<file path="config.mk">
export PLATFORM = sky130hd
export DESIGN_NAME = fmul_pipe_flat
export DESIGN_NICKNAME = d
export VERILOG_FILES = /design/src/rtl/fmul_pipe_if.sv /design/src/rtl/fmul_pipe.sv /design/src/flat_wrapper.sv
export SDC_FILE = /design/constraint.sdc
export NUM_CORES = 2
export LEC_CHECK = 0
export BUFFER_PORTS_ARGS = -buffer_cell sky130_fd_sc_hd__buf_2
export CAP_MARGIN = 10
export CORE_UTILIZATION = 60
export CTS_CLUSTER_SIZE = 14
export DETAILED_ROUTE_END_ITERATION = 6
export PLACE_DENSITY = 0.74
export SLEW_MARGIN = 20
export SYNTH_ARGS = -nofsm -noshare
export SYNTH_HDL_FRONTEND = slang
export SYNTH_SLANG_ARGS = --single-unit
</file>
<file path="constraint.sdc">
create_clock -name clk -period 28.9 [get_ports clk]
set_clock_uncertainty 0.05 [all_clocks]
set_input_delay 2.89 -clock clk [delete_from_list [all_inputs] [get_ports clk]]
set_output_delay 2.89 -clock clk [all_outputs]
set_load 0.02 [all_outputs]
</file>
<file path="src/rtl/fmul_pipe_if.sv">
// Handshake and data bundle for the pipelined single-precision multiplier.
// The slave side is the multiplier and the master side is the issue/writeback logic.
interface fmul_pipe_if #(
    parameter int TAG_W = 5
);
    logic             in_valid;
    logic             in_ready;
    logic [31:0]      x1;
    logic [31:0]      x2;
    logic [TAG_W-1:0] in_tag;
    logic             out_valid;
    logic             out_ready;
    logic [31:0]      y;
    logic [TAG_W-1:0] out_tag;
    logic             ovf;
    logic             unf;

    modport master (
        output in_valid, x1, x2, in_tag, out_ready,
        input  in_ready, out_valid, y, out_tag, ovf, unf
    );

    modport slave (
        input  in_valid, x1, x2, in_tag, out_ready,
        output in_ready, out_valid, y, out_tag, ovf, unf
    );
endinterface

</file>
<file path="src/rtl/fmul_pipe.sv">
// Pipelined IEEE-754 single-precision multiplier with RNE rounding, denormal flush,
// and a valid/ready elastic pipeline of STAGES slots carrying result, flags and tag.
module fmul_pipe #(
    parameter int STAGES = 3,
    parameter int TAG_W  = 5
) (
    input  logic         clk,
    input  logic         rstn,
    fmul_pipe_if.slave   bus
);

    typedef struct packed {
        logic [31:0]      y;
        logic             ovf;
        logic             unf;
        logic [TAG_W-1:0] tag;
    } slot_t;

    logic [STAGES-1:0] v;
    logic [STAGES-1:0] vin;
    logic [STAGES-1:0] rdy;
    slot_t             d   [STAGES];
    slot_t             din [STAGES];
    slot_t             res;
    logic              chain;

    logic              s;
    logic [7:0]        e1;
    logic [7:0]        e2;
    logic              z1;
    logic              z2;
    logic              i1;
    logic              i2;
    logic [47:0]       p;
    logic              sh;
    logic [22:0]       mant;
    logic              g;
    logic              st;
    logic [23:0]       mr;
    logic signed [9:0] ex;

    // The whole product is resolved ahead of slot 0, so every operand class
    // (specials included) sees exactly STAGES register stages.
    always_comb begin
        s    = bus.x1[31] ^ bus.x2[31];
        e1   = bus.x1[30:23];
        e2   = bus.x2[30:23];
        z1   = (e1 == 8'd0);
        z2   = (e2 == 8'd0);
        i1   = (e1 == 8'hFF);
        i2   = (e2 == 8'hFF);
        p    = {1'b1, bus.x1[22:0]} * {1'b1, bus.x2[22:0]};
        sh   = p[47];
        if (sh) begin
            mant = p[46:24];
            g    = p[23];
            st   = |p[22:0];
        end else begin
            mant = p[45:23];
            g    = p[22];
            st   = |p[21:0];
        end
        mr = {1'b0, mant} + {23'd0, g & (st | mant[0])};
        // A rounding carry leaves mr[22:0] all zero, which is already the renormalized fraction.
        ex = $signed({2'b00, e1}) + $signed({2'b00, e2}) - 10'sd127
           + $signed({9'd0, sh}) + $signed({9'd0, mr[23]});

        res     = '0;
        res.tag = bus.in_tag;
        if ((i1 && z2) || (i2 && z1)) begin
            res.y = 32'h7FC00000;
        end else if (i1 || i2) begin
            res.y = {s, 8'hFF, 23'd0};
        end else if (z1 || z2) begin
            res.y = {s, 31'd0};
        end else if (ex >= 10'sd255) begin
            res.y   = {s, 8'hFF, 23'd0};
            res.ovf = 1'b1;
        end else if (ex <= 10'sd0) begin
            res.y   = {s, 31'd0};
            res.unf = 1'b1;
        end else begin
            res.y = {s, ex[7:0], mr[22:0]};
        end
    end

    // A slot may load when empty or when its occupant moves on this cycle.
    always_comb begin
        rdy   = '0;
        chain = bus.out_ready;
        for (int k = STAGES - 1; k >= 0; k--) begin
            chain  = !v[k] || chain;
            rdy[k] = chain;
        end
    end

    always_comb begin
        vin    = '0;
        vin[0] = bus.in_valid;
        for (int k = 0; k < STAGES; k++) begin
            din[k] = '0;
        end
        din[0] = res;
        for (int k = 1; k < STAGES; k++) begin
            vin[k] = v[k-1];
            din[k] = d[k-1];
        end
    end

    always_ff @(posedge clk) begin
        if (!rstn) begin
            v <= '0;
            for (int k = 0; k < STAGES; k++) begin
                d[k] <= '0;
            end
        end else begin
            for (int k = 0; k < STAGES; k++) begin
                if (rdy[k]) begin
                    v[k] <= vin[k];
                    if (vin[k]) begin
                        d[k] <= din[k];
                    end
                end
            end
        end
    end

    assign bus.in_ready  = rdy[0];
    assign bus.out_valid = v[STAGES-1];
    assign bus.y         = d[STAGES-1].y;
    assign bus.ovf       = d[STAGES-1].ovf;
    assign bus.unf       = d[STAGES-1].unf;
    assign bus.out_tag   = d[STAGES-1].tag;

endmodule

</file>
<file path="src/flat_wrapper.sv">
// flat-port wrapper written by rule: the top's interface ports become plain ports
module fmul_pipe_flat 
#(
    parameter int STAGES = 3,
    parameter int TAG_W  = 5
)
  (clk, rstn, bus_in_valid, bus_x1, bus_x2, bus_in_tag, bus_out_ready, bus_in_ready, bus_out_valid, bus_y, bus_out_tag, bus_ovf, bus_unf);
  fmul_pipe_if #(.TAG_W(TAG_W)) bus_i ();
  input  logic clk;
  input  logic rstn;
  input wire logic [$bits(bus_i.in_valid)-1:0] bus_in_valid;
  input wire logic [$bits(bus_i.x1)-1:0] bus_x1;
  input wire logic [$bits(bus_i.x2)-1:0] bus_x2;
  input wire logic [$bits(bus_i.in_tag)-1:0] bus_in_tag;
  input wire logic [$bits(bus_i.out_ready)-1:0] bus_out_ready;
  output wire logic [$bits(bus_i.in_ready)-1:0] bus_in_ready;
  output wire logic [$bits(bus_i.out_valid)-1:0] bus_out_valid;
  output wire logic [$bits(bus_i.y)-1:0] bus_y;
  output wire logic [$bits(bus_i.out_tag)-1:0] bus_out_tag;
  output wire logic [$bits(bus_i.ovf)-1:0] bus_ovf;
  output wire logic [$bits(bus_i.unf)-1:0] bus_unf;
  assign bus_i.in_valid = bus_in_valid;
  assign bus_i.x1 = bus_x1;
  assign bus_i.x2 = bus_x2;
  assign bus_i.in_tag = bus_in_tag;
  assign bus_i.out_ready = bus_out_ready;
  assign bus_in_ready = bus_i.in_ready;
  assign bus_out_valid = bus_i.out_valid;
  assign bus_y = bus_i.y;
  assign bus_out_tag = bus_i.out_tag;
  assign bus_ovf = bus_i.ovf;
  assign bus_unf = bus_i.unf;
  fmul_pipe #(.STAGES(STAGES), .TAG_W(TAG_W)) u_core (.clk(clk), .rstn(rstn), .bus(bus_i));
endmodule
</file>
==> impl_metrics.yaml <==
status:
  status: "completed"
synthesis:
  synth_warnings: 0
  synth_flop_cell: "edfxtp_1"
  yosysMostFrequentCell: "inv_1"
  synthTopCellsByCount: "inv_1, fa_1, nand2_1, and2_1, ha_1"
  syn_nets: 3557
  synthesis.area_um2: 25840
  ys_ff_latch: 120
  synth.largest_area_cell: "fa_1"
  synth_top_area_frac: 0.3749
  synth.area.top_cells: "fa_1, edfxtp_1, ha_1"
  synth-edff-count: 117
  yosysSeqAreaShare: 0.1383
  synthCells: 2813
  synth_cell_types: 85
  syn_area_per_cell_um2: 9.187
  async_flop_share: 0
worst_setup_path:
  r2r_slack_ps: 25800
  r2r_end: "u_core.d[0][12]"
  cp-end-kind: "flop"
  reg2reg_depth: 8
  crit_top_cell: "fa_1"
  crit_arrival_ps: 13940
  timing.rr.start: "u_core.v[2]"
  slowest_stage: "a211oi_1"
  max_stage_delay_ps: 700
  crit_required_ps: 29000
  cp_max_fo: 23
  crit_path_start_kind: "primary input"
  crit_type: "in -> reg"
floorplan:
  rows: 75
  dieArea_um2: 43910
  core-area_um2: 42230
  initial_core_util: 0.6120
  dieWidth_um: 209.5
  io_pins: 114
  fp.dieH_um: 209.5
run:
  cap_violations: 0
global_route:
  antenna_found_initial: 0
  grtUsageTotal: 0.3136
  grt_max_degree: 92
  grt_pass1_vias: 20590
  grt_overflow: 0
  grt_pass1_wl_um: 107700
worst_hold_path:
  hp-start: "u_core.d[0][15]"
  min-delay-path-class: "reg -> reg"
  min_delay_path_depth: 1
  worstHoldEndpoint: "u_core.d[0][54]"
drt:
  route.detailed.drc: 0
  ant_nets: 0
  vias: 19360
  wl_per_cell_um: 19.90
  vias_per_cell: 5.832
  drt_iter0_markers: 1501
  drt-total-wl_um: 66060
  drt_pass1_iterations: 5
final_layout:
  drive_gt1_frac: 0.06688
  diodes: 0
  fin_nets: 3520
  final_core_util: 0.6375
  area_growth_syn_to_layout_pct: 4.168
cts:
  post_cts_resized: 0
  holdBufCountCts: 0
  numCtsBuffers: 25
  clk_path_buf_depth: 3
  clock_latency_ps: 450
  cts_sinks: 120
  cts_tree: "built"
  clk_pin_slew_ps: 50
  cts_root_buf: "clkbuf_16"
  cts.htree.levels: 4
  cts_post_setup_buffers_inserted: 0
place:
  gp_routability_congestion: 0.9757
  hpwl_um: 52060
  portBuffers: 113
timing:
  grt_setup_unrepaired: "no"
  finalHoldViolations: 0
  finalCritPeriodShare: 0.4787
  setup_tns_ps: 0
  finalMaxSlewViolations: 0
  max_freq_mhz: 72.29
  finalSetupViolCount: 0
  min_period_ps: 13830
  tightest_slew_ps: 928.3
  slew_headroom: 0.3793
how the worst max path moves through the flow:
stage,from,endpoint,cells past startpoint
final,bus_x2[8],u_core.d[0][29],36
after detailed placement,bus_x2[8],u_core.d[0][29],37
after floorplan,bus_x2[3],u_core.d[0][25],38
after CTS,bus_x2[8],u_core.d[0][12],37
after global routing,bus_x2[8],u_core.d[0][22],35
after global placement,bus_x2[8],u_core.d[0][29],37
flip-flops by register name, indices dropped and copies added (netlist names):
name	flops
u_core.v	3
u_core.d	117
layout make-up:
class	instances	area (µm²)
inverters	585	2198
clock buffers	28	636.9
repair buffers	117	598.1
clock inverters	4	17.52
multi-input cells	1927	19220
fillers	3393	15310
flip-flops and latches	120	3573
well taps	539	674.4
kinds of logic after synthesis:
kind of cell	synth area share
AND/OR/NAND/NOR	0.1836
buffers and inverters	0.1186
adder cells (fa/ha/maj)	0.4655
AO/OA/AOI/OAI	0.06870
flip-flops	0.1383
XOR/XNOR	0.02169
multiplexers	0.003728
per-stage QoR:
stage	setup WS (ps)	hold slack, ps	std cells	cell area [µm²]
6_report	15070	482.6	3320	26920
5_1_grt	14410	485.3	3320	26920
4_1_cts	14890	481.4	3320	26900
3_5_place_dp	14420	485.1	3288	26250
3_3_place_gp	14740	479.4	3288	26250
2_1_floorplan	16660	467.1	2813	25840
per-layer routing:
metal | GRT usage | wire (µm) | vias to the layer above
met5 | 0 | 0 | -
met4 | 0.1070 | 2291 | 0
met2 | 0.5403 | 31860 | 936
met3 | 0.04788 | 5538 | 144
met1 | 0.4055 | 26370 | 9644
li1 | - | - | 8637
cells in the final DEF, fill, tap and decap left out, types with 28 or more instances in the layout:
| master | synthesis | layout |
|---|---|---|
| a21oi_1 | 79 | 79 |
| and2_1 | 250 | 250 |
| and3_1 | 95 | 95 |
| buf_2 | 16 | 112 |
| edfxtp_1 | 117 | 117 |
| fa_1 | 484 | 484 |
| ha_1 | 187 | 187 |
| inv_1 | 581 | 581 |
| nand2_1 | 332 | 331 |
| nand4_1 | 28 | 28 |
| nor2_1 | 92 | 92 |
| nor3_1 | 32 | 32 |
| o21ai_0 | 34 | 34 |
| xnor2_1 | 42 | 42 |
critical path: cells and delay by family:
kind / cells / cell delay (ps)
fa+ha+maj: 10 / 4530
simple gates: 9 / 3090
compound gates: 5 / 1610
buf+inv: 9 / 1140
xor+xnor: 2 / 380
mux: 1 / 280
Power is left out: the tool's default activity adds up to more than one toggle a clock period on the data nets, which glitch-free logic cannot reach.
